<file path="src/rtl/time_alarm_adjust_if.sv">
`default_nettype none
// ============================================================================
// Module      : time_alarm_adjust_if
// Description : Bundle between the mode FSM / button conditioning and the
//               timekeeping datapath. The master drives mode, tick and
//               button pulses; the slave returns time, alarm, ring and blink.
//   tick_1hz  1  one-clk enable, once per second
//   mode      3  000 run, 001 t_hh, 010 t_mm, 011 a_hh, 100 a_mm
//   btn_up    1  one-clk increment pulse
//   btn_down  1  one-clk decrement pulse
//   btn_stop  1  one-clk ring silence pulse
//   alarm_en  1  level, alarm armed
//   t_hh/t_mm/t_ss, a_hh/a_mm, ringing, blink : datapath results
// Revision    : 1.0  initial release
// ============================================================================
interface time_alarm_adjust_if;
    logic       tick_1hz;
    logic [2:0] mode;
    logic       btn_up;
    logic       btn_down;
    logic       btn_stop;
    logic       alarm_en;
    logic [4:0] t_hh;
    logic [5:0] t_mm;
    logic [5:0] t_ss;
    logic [4:0] a_hh;
    logic [5:0] a_mm;
    logic       ringing;
    logic       blink;

    modport master (
        output tick_1hz, mode, btn_up, btn_down, btn_stop, alarm_en,
        input  t_hh, t_mm, t_ss, a_hh, a_mm, ringing, blink
    );

    modport slave (
        input  tick_1hz, mode, btn_up, btn_down, btn_stop, alarm_en,
        output t_hh, t_mm, t_ss, a_hh, a_mm, ringing, blink
    );
endinterface
`default_nettype wire

</file>
<file path="src/rtl/time_alarm_adjust.sv">
`default_nettype none
// ============================================================================
// Module      : time_alarm_adjust
// Description : hh:mm:ss timekeeping, field adjust via up/down pulses,
//               alarm compare with auto-timeout ring, and adjust-mode blink.
// Ports       : clk  - system clock
//               rst  - asynchronous active-low reset
//               bus  - time_alarm_adjust_if.slave (controls in, results out)
// Revision    : 1.0  initial release
// ============================================================================
module time_alarm_adjust #(
    parameter int HOURS     = 24,
    parameter int RING_SECS = 60
) (
    input  wire logic          clk,
    input  wire logic          rst,
    time_alarm_adjust_if.slave bus
);

    localparam int                c_RING_W   = $clog2(RING_SECS + 1);
    localparam logic [4:0]        c_HH_MAX   = 5'(HOURS - 1);
    localparam logic [5:0]        c_MS_MAX   = 6'd59;
    localparam logic [c_RING_W-1:0] c_RING_END = c_RING_W'(RING_SECS);
    localparam logic [c_RING_W-1:0] c_RING_ONE = c_RING_W'(1);

    localparam logic [2:0] c_MODE_RUN  = 3'b000;
    localparam logic [2:0] c_MODE_T_HH = 3'b001;
    localparam logic [2:0] c_MODE_T_MM = 3'b010;
    localparam logic [2:0] c_MODE_A_HH = 3'b011;
    localparam logic [2:0] c_MODE_A_MM = 3'b100;

    logic [4:0]          r_t_hh, w_t_hh_n;
    logic [5:0]          r_t_mm, w_t_mm_n;
    logic [5:0]          r_t_ss, w_t_ss_n;
    logic [4:0]          r_a_hh, w_a_hh_n;
    logic [5:0]          r_a_mm, w_a_mm_n;
    logic                r_ringing, w_ringing_n;
    logic                r_blink, w_blink_n;
    logic [c_RING_W-1:0] r_ring_cnt, w_ring_cnt_n;

    logic w_run;
    logic w_adj;
    logic w_ss_wrap;
    logic w_mm_wrap;
    logic w_ring_set;
    logic w_ring_tmo;
    logic w_ring_clr;

    // Modulo-60 step for minutes/seconds fields.
    function automatic logic [5:0] f_step60(input logic [5:0] v, input logic up);
        if (up) return (v == c_MS_MAX) ? 6'd0 : v + 6'd1;
        else    return (v == 6'd0) ? c_MS_MAX : v - 6'd1;
    endfunction

    // Modulo-HOURS step for hour fields.
    function automatic logic [4:0] f_step_hh(input logic [4:0] v, input logic up);
        if (up) return (v == c_HH_MAX) ? 5'd0 : v + 5'd1;
        else    return (v == 5'd0) ? c_HH_MAX : v - 5'd1;
    endfunction

    always_comb begin
        w_t_hh_n     = r_t_hh;
        w_t_mm_n     = r_t_mm;
        w_t_ss_n     = r_t_ss;
        w_a_hh_n     = r_a_hh;
        w_a_mm_n     = r_a_mm;
        w_ringing_n  = r_ringing;
        w_ring_cnt_n = r_ring_cnt;
        w_blink_n    = 1'b0;
        w_ring_set   = 1'b0;
        w_ring_tmo   = 1'b0;

        // Codes above 100 are unassigned and fall back to run behaviour.
        w_run     = (bus.mode == c_MODE_RUN) || (bus.mode > c_MODE_A_MM);
        // Simultaneous up and down cancel out.
        w_adj     = bus.btn_up ^ bus.btn_down;
        w_ss_wrap = (r_t_ss == c_MS_MAX);
        w_mm_wrap = w_ss_wrap && (r_t_mm == c_MS_MAX);

        if (w_run) begin
            if (bus.tick_1hz) begin
                w_t_ss_n = w_ss_wrap ? 6'd0 : r_t_ss + 6'd1;
                if (w_ss_wrap) w_t_mm_n = f_step60(r_t_mm, 1'b1);
                if (w_mm_wrap) w_t_hh_n = f_step_hh(r_t_hh, 1'b1);
                // Match is judged on the post-update time, only at ss -> 0.
                w_ring_set = bus.alarm_en && w_ss_wrap &&
                             (w_t_hh_n == r_a_hh) && (w_t_mm_n == r_a_mm);
            end
        end else begin
            w_blink_n = bus.tick_1hz ? ~r_blink : r_blink;
            if (w_adj) begin
                case (bus.mode)
                    c_MODE_T_HH: w_t_hh_n = f_step_hh(r_t_hh, bus.btn_up);
                    c_MODE_T_MM: begin
                        w_t_mm_n = f_step60(r_t_mm, bus.btn_up);
                        w_t_ss_n = 6'd0;
                    end
                    c_MODE_A_HH: w_a_hh_n = f_step_hh(r_a_hh, bus.btn_up);
                    c_MODE_A_MM: w_a_mm_n = f_step60(r_a_mm, bus.btn_up);
                    default: ;
                endcase
            end
        end

        if (r_ringing && bus.tick_1hz) begin
            w_ring_cnt_n = r_ring_cnt + c_RING_ONE;
            w_ring_tmo   = ((r_ring_cnt + c_RING_ONE) == c_RING_END);
        end

        // Any clear source overrides a same-cycle set.
        w_ring_clr = bus.btn_stop || !bus.alarm_en || !w_run || w_ring_tmo;
        if (w_ring_clr) begin
            w_ringing_n = 1'b0;
        end else if (w_ring_set) begin
            w_ringing_n  = 1'b1;
            w_ring_cnt_n = '0;
        end
    end

    always_ff @(posedge clk or negedge rst) begin
        if (!rst) begin
            r_t_hh     <= '0;
            r_t_mm     <= '0;
            r_t_ss     <= '0;
            r_a_hh     <= '0;
            r_a_mm     <= '0;
            r_ringing  <= 1'b0;
            r_blink    <= 1'b0;
            r_ring_cnt <= '0;
        end else begin
            r_t_hh     <= w_t_hh_n;
            r_t_mm     <= w_t_mm_n;
            r_t_ss     <= w_t_ss_n;
            r_a_hh     <= w_a_hh_n;
            r_a_mm     <= w_a_mm_n;
            r_ringing  <= w_ringing_n;
            r_blink    <= w_blink_n;
            r_ring_cnt <= w_ring_cnt_n;
        end
    end

    assign bus.t_hh    = r_t_hh;
    assign bus.t_mm    = r_t_mm;
    assign bus.t_ss    = r_t_ss;
    assign bus.a_hh    = r_a_hh;
    assign bus.a_mm    = r_a_mm;
    assign bus.ringing = r_ringing;
    assign bus.blink   = r_blink;

endmodule
`default_nettype wire

</file>
<file path="src/flat_wrapper.sv">
// flat-port wrapper written by rule: the top's interface ports become plain ports
module time_alarm_adjust_flat 
#(
    parameter int HOURS     = 24,
    parameter int RING_SECS = 60
)
  (clk, rst, bus_tick_1hz, bus_mode, bus_btn_up, bus_btn_down, bus_btn_stop, bus_alarm_en, bus_t_hh, bus_t_mm, bus_t_ss, bus_a_hh, bus_a_mm, bus_ringing, bus_blink);
  time_alarm_adjust_if bus_i ();
  input  wire logic clk;
  input  wire logic rst;
  input wire logic [$bits(bus_i.tick_1hz)-1:0] bus_tick_1hz;
  input wire logic [$bits(bus_i.mode)-1:0] bus_mode;
  input wire logic [$bits(bus_i.btn_up)-1:0] bus_btn_up;
  input wire logic [$bits(bus_i.btn_down)-1:0] bus_btn_down;
  input wire logic [$bits(bus_i.btn_stop)-1:0] bus_btn_stop;
  input wire logic [$bits(bus_i.alarm_en)-1:0] bus_alarm_en;
  output wire logic [$bits(bus_i.t_hh)-1:0] bus_t_hh;
  output wire logic [$bits(bus_i.t_mm)-1:0] bus_t_mm;
  output wire logic [$bits(bus_i.t_ss)-1:0] bus_t_ss;
  output wire logic [$bits(bus_i.a_hh)-1:0] bus_a_hh;
  output wire logic [$bits(bus_i.a_mm)-1:0] bus_a_mm;
  output wire logic [$bits(bus_i.ringing)-1:0] bus_ringing;
  output wire logic [$bits(bus_i.blink)-1:0] bus_blink;
  assign bus_i.tick_1hz = bus_tick_1hz;
  assign bus_i.mode = bus_mode;
  assign bus_i.btn_up = bus_btn_up;
  assign bus_i.btn_down = bus_btn_down;
  assign bus_i.btn_stop = bus_btn_stop;
  assign bus_i.alarm_en = bus_alarm_en;
  assign bus_t_hh = bus_i.t_hh;
  assign bus_t_mm = bus_i.t_mm;
  assign bus_t_ss = bus_i.t_ss;
  assign bus_a_hh = bus_i.a_hh;
  assign bus_a_mm = bus_i.a_mm;
  assign bus_ringing = bus_i.ringing;
  assign bus_blink = bus_i.blink;
  time_alarm_adjust #(.HOURS(HOURS), .RING_SECS(RING_SECS)) u_core (.clk(clk), .rst(rst), .bus(bus_i));
endmodule
</file>
<file path="config.mk">
export PLATFORM = sky130hd
export DESIGN_NAME = time_alarm_adjust_flat
export DESIGN_NICKNAME = d
export VERILOG_FILES = /design/src/rtl/time_alarm_adjust_if.sv /design/src/rtl/time_alarm_adjust.sv /design/src/flat_wrapper.sv
export SDC_FILE = /design/constraint.sdc
export NUM_CORES = 1
export LEC_CHECK = 0
export ABC_AREA = 0
export BUFFER_PORTS_ARGS = -buffer_cell sky130_fd_sc_hd__buf_2
export CORE_MARGIN = 5
export CORE_UTILIZATION = 35
export CTS_BUF_LIST = sky130_fd_sc_hd__clkbuf_2
export DETAILED_ROUTE_END_ITERATION = 16
export PLACE_DENSITY = 0.62
export SKIP_CTS_REPAIR_TIMING = 1
export SYNTH_ARGS = -nofsm -noshare
export SYNTH_HDL_FRONTEND = slang
export SYNTH_SLANG_ARGS = --single-unit
</file>
<file path="constraint.sdc">
create_clock -name clk -period 2.6 [get_ports clk]
set_input_delay 0.52 -clock clk [delete_from_list [all_inputs] [get_ports clk]]
set_output_delay 0.52 -clock clk [all_outputs]
set_load 0.005 [all_outputs]
</file>
==> results.yml, run 1 <==
placed_design:
  dp.final_hpwl_um: 6140
  io_buffer_count: 39
  gp_congestion: 0.885
  postPlaceCellArea_um2: 3360
  pre_cts_slack_ns: 0.0320
timing:
  whs_ns: 0.195
  skew_ns: 0.0200
  setup_viol: 0
  max_freq_ghz: 0.406
  fin_ws_ns: 0.139
  period_needed_ns: 2.46
  slew_headroom_pct: 41.7
  min_period_over_period_pct: 94.6
  worst_slew_pin_slew_ns: 0.875
  timing.final.hold_violations: 0
  final_max_slew_viol_count: 0
  finalSetupTns_ns: 0
  rsz0062_at_grt: "false"
synthesis:
  synth_cells: 393
  ys_seq_area_share_pct: 29.4
  async_reset_ff_share_pct: 100
  synth_cell_types: 57
  synth_warnings: 0
  synth_area_um2: 3070
  ys_ff_latch: 36
  synth_edf_count: 0
  synthFlopType: "dfrtp_1"
  avgSynthCellArea_um2: 7.80
  synth_nets: 417
final_layout:
  area_delta_synth_final_pct: 11.3
  fin_nets: 448
  multiInputGateArea_um2: 1970
  nFillCells: 921
  regArea_um2: 901
  n_antenna_cell: 0
  drive_gt1_share_pct: 17.2
  finalCoreUtilization_pct: 39.5
  final_common_cell: "buf_2"
  final_cell_mix: "buf_2, nand2_1, a21oi_1"
  fin_area_um2: 3410
clocking:
  path_clk_slew_ns: 0.21
  cts-root-buf: "clkbuf_2"
  clkLatencyLatePin_ns: 0.41
  numCtsBuffers: 5
  cts_tree: "done"
  h-tree-depth: 2
  cts.sinks: 36
  clock_path_buffers: 2
worst_setup_path:
  worstSetupPathType: "reg -> reg"
  critPathRequiredTime_ns: 2.90
  slowest_delay_ns: 0.47
  arrival_ns: 2.76
  crit_path_start_kind: "register"
  cp_cell_sequence: "ha_1, and3b_2, and2_2, buf_4, a21oi_1, xnor2_1, nand3_1, nor4_4, buf_6, nor2_1"
  crit_path_end_kind: "register"
  crit_fanout: 9
  slowest_stage: "dfrtp_1"
power:
  powerDensity_nw_per_um2: 913
  leakage_uw: 0.00149
  vdd_drop_max_mv: 0.458
die:
  rows: 34
  die_area_um2: 10700
  start_util_pct: 35.5
  core_um2: 8640
  die_x_um: 104
  io_pins: 40
  die_h_um: 104
route:
  finalWirelength_um: 8440
  num_vias: 3031
  dr.pass1.iters: 4
  vias_per_cell: 5.70
  wl_per_cell_um: 15.9
  drt_iter0_markers: 243
  ant_nets: 0
  drc: 0
grt:
  grt_use_total_pct: 15.6
  grt_pass1_vias: 2832
  overflow: 0
  grt_first_pass_wirelength_um: 14400
  antenna_found_initial: 0
  grt_start_max_net_pins: 37
run:
  maxCapViolations: 0
worst_hold_path:
  hp-class: "in -> async"
run_status:
  status: "complete, no violations"
power breakdown:
group / leakage [uW] / switching, uW / total [uW] / internal (uW)
Combinational: 0.00100 / 957 / 1750 / 792
Clock: 0.0000288 / 201 / 265 / 64.1
Sequential: 0.000462 / 366 / 1100 / 737
critical path: cells and delay by family, from the launching register on:
| kind | cells | cell delay [ns] |
|---|---|---|
| xor+xnor | 1 | 0.14 |
| simple gates | 5 | 1.01 |
| compound gates | 1 | 0.15 |
| fa+ha+maj | 1 | 0.26 |
| flops | 1 | 0.47 |
| buf+inv | 2 | 0.34 |
synthesized netlist by cell type, drive strengths merged, types with 14 or more instances:
library cell | n | area share [%]
inv | 14 | 1.7
nor2 | 31 | 3.8
nor3 | 18 | 2.9
clkbuf | 16 | 2.0
nand2 | 40 | 5.1
a21oi | 37 | 6.0
nand3 | 22 | 3.6
buf | 14 | 2.7
dfrtp | 36 | 29
o21ai | 28 | 4.6
ha | 14 | 5.7
xor2 | 15 | 4.3
kinds of logic after synthesis:
group	synth area share, %
flops	29.4
mux	1.67
compound gates	24.9
xor+xnor	6.29
simple gates	25.5
buf+inv	6.53
fa+ha+maj	5.71
per-stage QoR:
stage	instances	total power, uW
4_1_cts	531	3120
3_5_place_dp	524	2860
3_3_place_gp	524	2830
6_report	532	3120
5_1_grt	532	3430
2_1_floorplan	393	2250
area by class of cell:
class,instances,share of cell area (%)
Inverter,15,1.65
Clock buffer,6,0.880
Multi-Input combinational cell,312,57.8
Sequential cell,36,26.4
Timing Repair Buffer,54,9.13
Clock inverter,1,0.147
Tap cell,108,3.96
state kept, by name, indices dropped and copies added, names as in the netlist:
signal / flops
u_core.bus.blink: 1
u_core.bus.t_ss: 6
u_core.bus.t_hh: 5
u_core.bus.a_hh: 5
u_core.r_ring_cnt: 6
u_core.bus.ringing: 1
u_core.bus.t_mm: 6
u_core.bus.a_mm: 6
final timing paths:
kind	end	slack (ns)	startpoint	depth (start not counted)
min in group clk	u_core.bus.ringing	0.45	bus_btn_stop	3
worst min register to register	u_core.bus.t_ss[5]	0.54	u_core.bus.t_ss[5]	1
worst max-delay path	u_core.r_ring_cnt[4]	0.14	u_core.bus.t_ss[0]	10
max in group asynchronous	u_core.r_ring_cnt[0]	1.85	rst	1
worst min-delay path	u_core.bus.a_mm[4]	0.20	rst	1
worst max register to register	u_core.r_ring_cnt[4]	0.14	u_core.bus.t_ss[0]	10
routing by layer:
layer	wire [um]	vias up	part of all wire [%]	track usage, %
li1	-	1498	-	-
met1	3810	1443	45	21.6
met5	0	-	0	0
met2	4120	85	49	25.3
met3	425	5	5.0	2.43
met4	79	0	0.94	3.94
Note: power is estimated with default switching activity, not from simulation.
==> run 2: changes to the inputs <==
--- a/config.mk
+++ b/config.mk
@@ -7,7 +7,7 @@
 export LEC_CHECK = 0
 export ABC_AREA = 0
 export BUFFER_PORTS_ARGS = -buffer_cell sky130_fd_sc_hd__buf_2
-export CORE_MARGIN = 5
+export CORE_MARGIN = 2
 export CORE_UTILIZATION = 35
 export CTS_BUF_LIST = sky130_fd_sc_hd__clkbuf_2
 export DETAILED_ROUTE_END_ITERATION = 16
==> run 2 against run 1 <==
  * Global-route usage up 1.7 points
  * Clock-buffer cell count unchanged
  * Utilization up 0.25 points
  * Register-to-register slack about the same
  * Via count up 0.26%
  * Fmax up 0.32%
  * Critical endpoint is now u_core.bus.ringing
  * Sequential power about the same
  * Combinational power about the same
  * Sequential cell count unchanged
  * Cell count up 0.19%
  * Worst setup slack better by 0.0079 ns
  * First-iteration DRC count down 18%
==> results.yml, run 2 (synthesis results as in run 1) <==
clocking:
  h-tree-depth: 2
  cts-root-buf: "clkbuf_2"
  clkLatencyLatePin_ns: 0.40
  cts_tree: "done"
  cts.sinks: 36
  path_clk_slew_ns: 0.20
  numCtsBuffers: 5
  clock_path_buffers: 2
placed_design:
  dp.final_hpwl_um: 5910
  io_buffer_count: 39
  gp_congestion: 0.897
  pre_cts_slack_ns: 0.0230
  placed_cells: 525
  postPlaceCellArea_um2: 3360
route:
  ant_nets: 0
  drc: 0
  finalWirelength_um: 8130
  num_vias: 3039
  dr.pass1.iters: 5
  vias_per_cell: 5.70
  wl_per_cell_um: 15.3
  drt_iter0_markers: 200
worst_setup_path:
  arrival_ns: 2.76
  critPathRequiredTime_ns: 2.91
  crit_path_end_kind: "register"
  crit_path_start_kind: "register"
  worstSetupPathType: "reg -> reg"
  cp_cell_sequence: "ha_1, and4b_2, nand2_2, o31a_1, o21a_1, o22ai_1, nor4_4, buf_4, a21o_1"
  slowest_delay_ns: 0.49
  crit_fanout: 7
  slowest_stage: "dfrtp_1"
power:
  vdd_drop_max_mv: 0.332
  powerDensity_nw_per_um2: 913
  leakage_uw: 0.00150
timing:
  setup_viol: 0
  fin_ws_ns: 0.147
  max_freq_ghz: 0.408
  period_needed_ns: 2.45
  worst_slew_pin_slew_ns: 0.827
  whs_ns: 0.194
  finalSetupTns_ns: 0
  final_max_slew_viol_count: 0
  skew_ns: 0.0126
  rsz0062_at_grt: "false"
  min_period_over_period_pct: 94.3
  slew_headroom_pct: 44.8
  timing.final.hold_violations: 0
final_layout:
  n_antenna_cell: 0
  final_cell_mix: "buf_2, nand2_1, a21oi_1"
  final_common_cell: "buf_2"
  area_delta_synth_final_pct: 11.5
  fin_cells: 533
  drive_gt1_share_pct: 17.4
  fin_nets: 449
  nFillCells: 907
  fin_area_um2: 3420
grt:
  overflow: 0
  grt_start_max_net_pins: 37
  grt_pass1_vias: 2768
  grt_first_pass_wirelength_um: 13700
  grt_use_total_pct: 17.3
  antenna_found_initial: 0
die:
  start_util_pct: 35.7
  die_area_um2: 9520
  io_pins: 40
  rows: 34
  die_h_um: 97.6
  core_um2: 8590
  die_x_um: 97.6
run:
  maxCapViolations: 0
worst_hold_path:
  hp-class: "in -> async"
run_status:
  status: "complete, no violations"
-- run 2: path summary, 6_finish.rpt --
check                                   start                 end  slack, ns  cells after the start
min in group clk                 bus_btn_stop  u_core.bus.ringing       0.46                      3
setup reg to reg           u_core.bus.t_mm[1]  u_core.bus.ringing       0.15                      9
hold / removal                            rst  u_core.bus.a_hh[3]       0.19                      1
max in group asynchronous                 rst  u_core.bus.a_mm[1]       1.88                      1
hold reg to reg            u_core.bus.t_ss[5]  u_core.bus.t_ss[5]       0.51                      1
setup / recovery           u_core.bus.t_mm[1]  u_core.bus.ringing       0.15                      9
-- run 2: worst max-delay path, delay by kind of cell, from the launching register on --
| kind | cells | cell delay (ns) |
|---|---|---|
| buffers and inverters | 1 | 0.16 |
| AO/OA/AOI/OAI | 4 | 0.96 |
| AND/OR/NAND/NOR | 3 | 0.56 |
| adder cells (fa/ha/maj) | 1 | 0.20 |
| flip-flops | 1 | 0.49 |
-- run 2: layout make-up --
cell class / count / area (um2) / area share [%]
clock buffers: 6 / 30.0 / 0.879
clock inverters: 1 / 5.00 / 0.146
inverters: 15 / 56.3 / 1.65
multi-input cells: 312 / 1970 / 57.8
flip-flops and latches: 36 / 901 / 26.4
well taps: 108 / 135 / 3.95
repair buffers: 55 / 315 / 9.23
-- run 2: power breakdown --
group | total (uW) | switching [uW] | internal (uW)
logic | 1780 | 978 | 800
registers | 1080 | 345 | 737
clock network | 260 | 196 | 64.1
total | 3120 | 1520 | 1600
-- run 2: metrics by stage --
step,total power (uW),utilization (%)
4_1_cts,3120,39.6
3_5_place_dp,2850,39.2
3_3_place_gp,2830,39.2
2_1_floorplan,2250,-
6_report,3120,39.8
5_1_grt,3410,39.8
-- run 2: metal layers --
metal	global-route usage, %	up-vias	share of wire, %
met3	2.16	14	4.3
met2	28.4	91	48
li1	-	1499	-
met4	5.02	0	1.4
met5	0	-	0
met1	23.8	1435	46
==> run 3: changes to the inputs <==
--- a/config.mk
+++ b/config.mk
@@ -11,8 +11,9 @@
 export CORE_UTILIZATION = 35
 export CTS_BUF_LIST = sky130_fd_sc_hd__clkbuf_2
 export DETAILED_ROUTE_END_ITERATION = 16
-export PLACE_DENSITY = 0.62
+export PLACE_DENSITY = 0.64
 export SKIP_CTS_REPAIR_TIMING = 1
+export SKIP_LAST_GASP = 1
 export SYNTH_ARGS = -nofsm -noshare
 export SYNTH_HDL_FRONTEND = slang
 export SYNTH_SLANG_ARGS = --single-unit
==> constraint.sdc (replaced) <==
create_clock -name clk -period 2.06 [get_ports clk]
set_input_delay 0.412 -clock clk [delete_from_list [all_inputs] [get_ports clk]]
set_output_delay 0.412 -clock clk [all_outputs]
set_load 0.005 [all_outputs]
==> run 3 against run 2 <==
  * Critical path depth did not move
  * Fmax is 8.7% higher
  * Design area rose by 17%
  * Die area did not move
  * Utilization is 6.8 points higher
  * The flow now finishes with violations (negative setup slack)
  * Routed wire length rose by 9.0%
  * Sequential power rose by 22%
  * Cell count up 9.9%
  * Non-clock buffer count grew 51
  * Worst hold slack worse by 0.14 ns
  * Combinational power grew 60%
==> results.yml, run 3 (synthesis results as in run 1) <==
power:
  leakage_uw: 0.00180
  p_clk_share_pct: 7.6
  internal_power_uw: 2390
  combPwrFrac_pct: 63.1
  vdd_drop_max_mv: 0.558
  switching_share_pct: 46.8
  power.switching_uw: 2110
  powerDensity_nw_per_um2: 1120
  p_seq_share_pct: 29.4
final_layout:
  n_antenna_cell: 0
  final_common_cell: "buf_4"
  finalCoreUtilization_pct: 46.6
  fin_area_um2: 4000
  drive_gt1_share_pct: 30.5
  fin_nets: 501
  final_cell_mix: "buf_4, buf_2, nand2_1"
  fin_cells: 586
  area_delta_synth_final_pct: 30.6
worst_setup_path:
  slowest_stage: "dfrtp_2"
  crit_path_start_kind: "register"
  timing.rr.end: "u_core.bus.ringing"
  crit_path_end_kind: "register"
  reg2reg_setup_slack_ns: -0.20
  worstSetupPathType: "reg -> reg"
  r2r_cells: 9
  arrival_ns: 2.55
  critPathRequiredTime_ns: 2.36
  crit_fanout: 7
  slowest_delay_ns: 0.45
  cp_top_family: "compound AO/OA/AOI/OAI gates"
  path_buf_inv: 1
  crit-reg2reg-launch: "u_core.bus.t_mm[0]"
  cp_cell_sequence: "ha_4, and4b_2, nand2_4, o31a_1, o21a_1, o22ai_2, nor4_4, buf_4, a21o_1"
timing:
  min_period_over_period_pct: 110
  max_freq_ghz: 0.443
  final_max_slew_viol_count: 0
  slew_headroom_pct: 50.6
  setup_viol: 7
  fin_ws_ns: -0.196
  worst_slew_pin_slew_ns: 0.741
  rsz0062_at_grt: "true"
  timing.final.hold_violations: 0
  period_needed_ns: 2.26
  skew_ns: 0.0141
clocking:
  cts.sinks: 36
  h-tree-depth: 2
  clkLatencyLatePin_ns: 0.39
  clock_path_buffers: 2
  cts_tree: "done"
  cts-root-buf: "clkbuf_2"
  path_clk_slew_ns: 0.20
  numCtsBuffers: 5
route:
  finalWirelength_um: 8870
  drc: 0
  ant_nets: 0
  dr.pass1.iters: 5
  vias_per_cell: 5.48
  drt_iter0_markers: 230
  wl_per_cell_um: 15.1
  num_vias: 3209
worst_hold_path:
  hp-class: "in -> async"
die:
  die_area_um2: 9520
  die_x_um: 97.6
  start_util_pct: 35.7
  core_um2: 8590
  io_pins: 40
  die_h_um: 97.6
  rows: 34
run_status:
  failed_checks: "negative setup slack"
  status: "finished, violations left"
placed_design:
  gp_congestion: 0.901
  placed_cells: 574
  dp.final_hpwl_um: 6490
  io_buffer_count: 39
  postPlaceCellArea_um2: 3770
grt:
  antenna_found_initial: 0
  grt_first_pass_wirelength_um: 14900
  grt_pass1_vias: 3144
  grt_use_total_pct: 18.7
  grt_start_max_net_pins: 33
  overflow: 0
run:
  maxCapViolations: 0
==> run 3: cell count changes in the layout (fill, tap and decap cells not counted), moves of 4 or more <==
| cell | change |
|---|---|
| buf_4 | +46 |
| o21ai_0 | -7 |
| o21ai_1 | +6 |
| a21oi_1 | -4 |
| buf_6 | +4 |
==> run 3: how the worst max path moves through the flow <==
stage / startpoint / to / depth (start not counted)
2_1_floorplan: u_core.bus.t_mm[0] / u_core.r_ring_cnt[1] / 10
3_3_place_gp: u_core.bus.t_ss[0] / u_core.r_ring_cnt[1] / 9
3_5_place_dp: u_core.bus.t_mm[0] / u_core.bus.ringing / 9
4_1_cts: u_core.bus.t_mm[0] / u_core.bus.ringing / 9
5_1_grt: u_core.bus.t_ss[0] / u_core.bus.ringing / 10
6_report: u_core.bus.t_mm[0] / u_core.bus.ringing / 9
==> run 3: routing by layer <==
metal	track usage, %	share of wire, %
met1	24.6	45
met2	31.5	49
met3	2.59	3.8
met4	6.20	1.4
met5	0	0
==> run 3: final cells by class <==
cell class | instances | area (um2)
clock buffer | 7 | 35.0
clock inverter | 1 | 5.00
fill | 866 | 4590
inverter | 15 | 56.3
multi-input combinational | 313 | 2140
sequential | 36 | 903
tap | 108 | 135
timing repair buffer | 106 | 726
==> run 3: through the flow <==
stage	worst slack [ns]	hold WS, ns	setup TNS, ns	power [uW]
2_1_floorplan	-0.265	0.116	-1.80	2870
3_3_place_gp	-0.184	0.504	-1.27	3880
5_1_grt	-0.337	0.0537	-2.37	4920
6_report	-0.196	0.0508	-1.32	4500
4_1_cts	-0.298	0.0349	-1.91	4290
3_5_place_dp	-0.236	0.512	-1.47	3940
==> run 3: power groups by stage <==
stage          registers [uW]  logic, uW  clock network (uW)
6_report                 1320       2840                 341
5_1_grt                  1380       3160                 382
4_1_cts                  1310       2630                 358
3_5_place_dp             1330       2610                   0
3_3_place_gp             1320       2560                   0
2_1_floorplan            1220       1650                   0
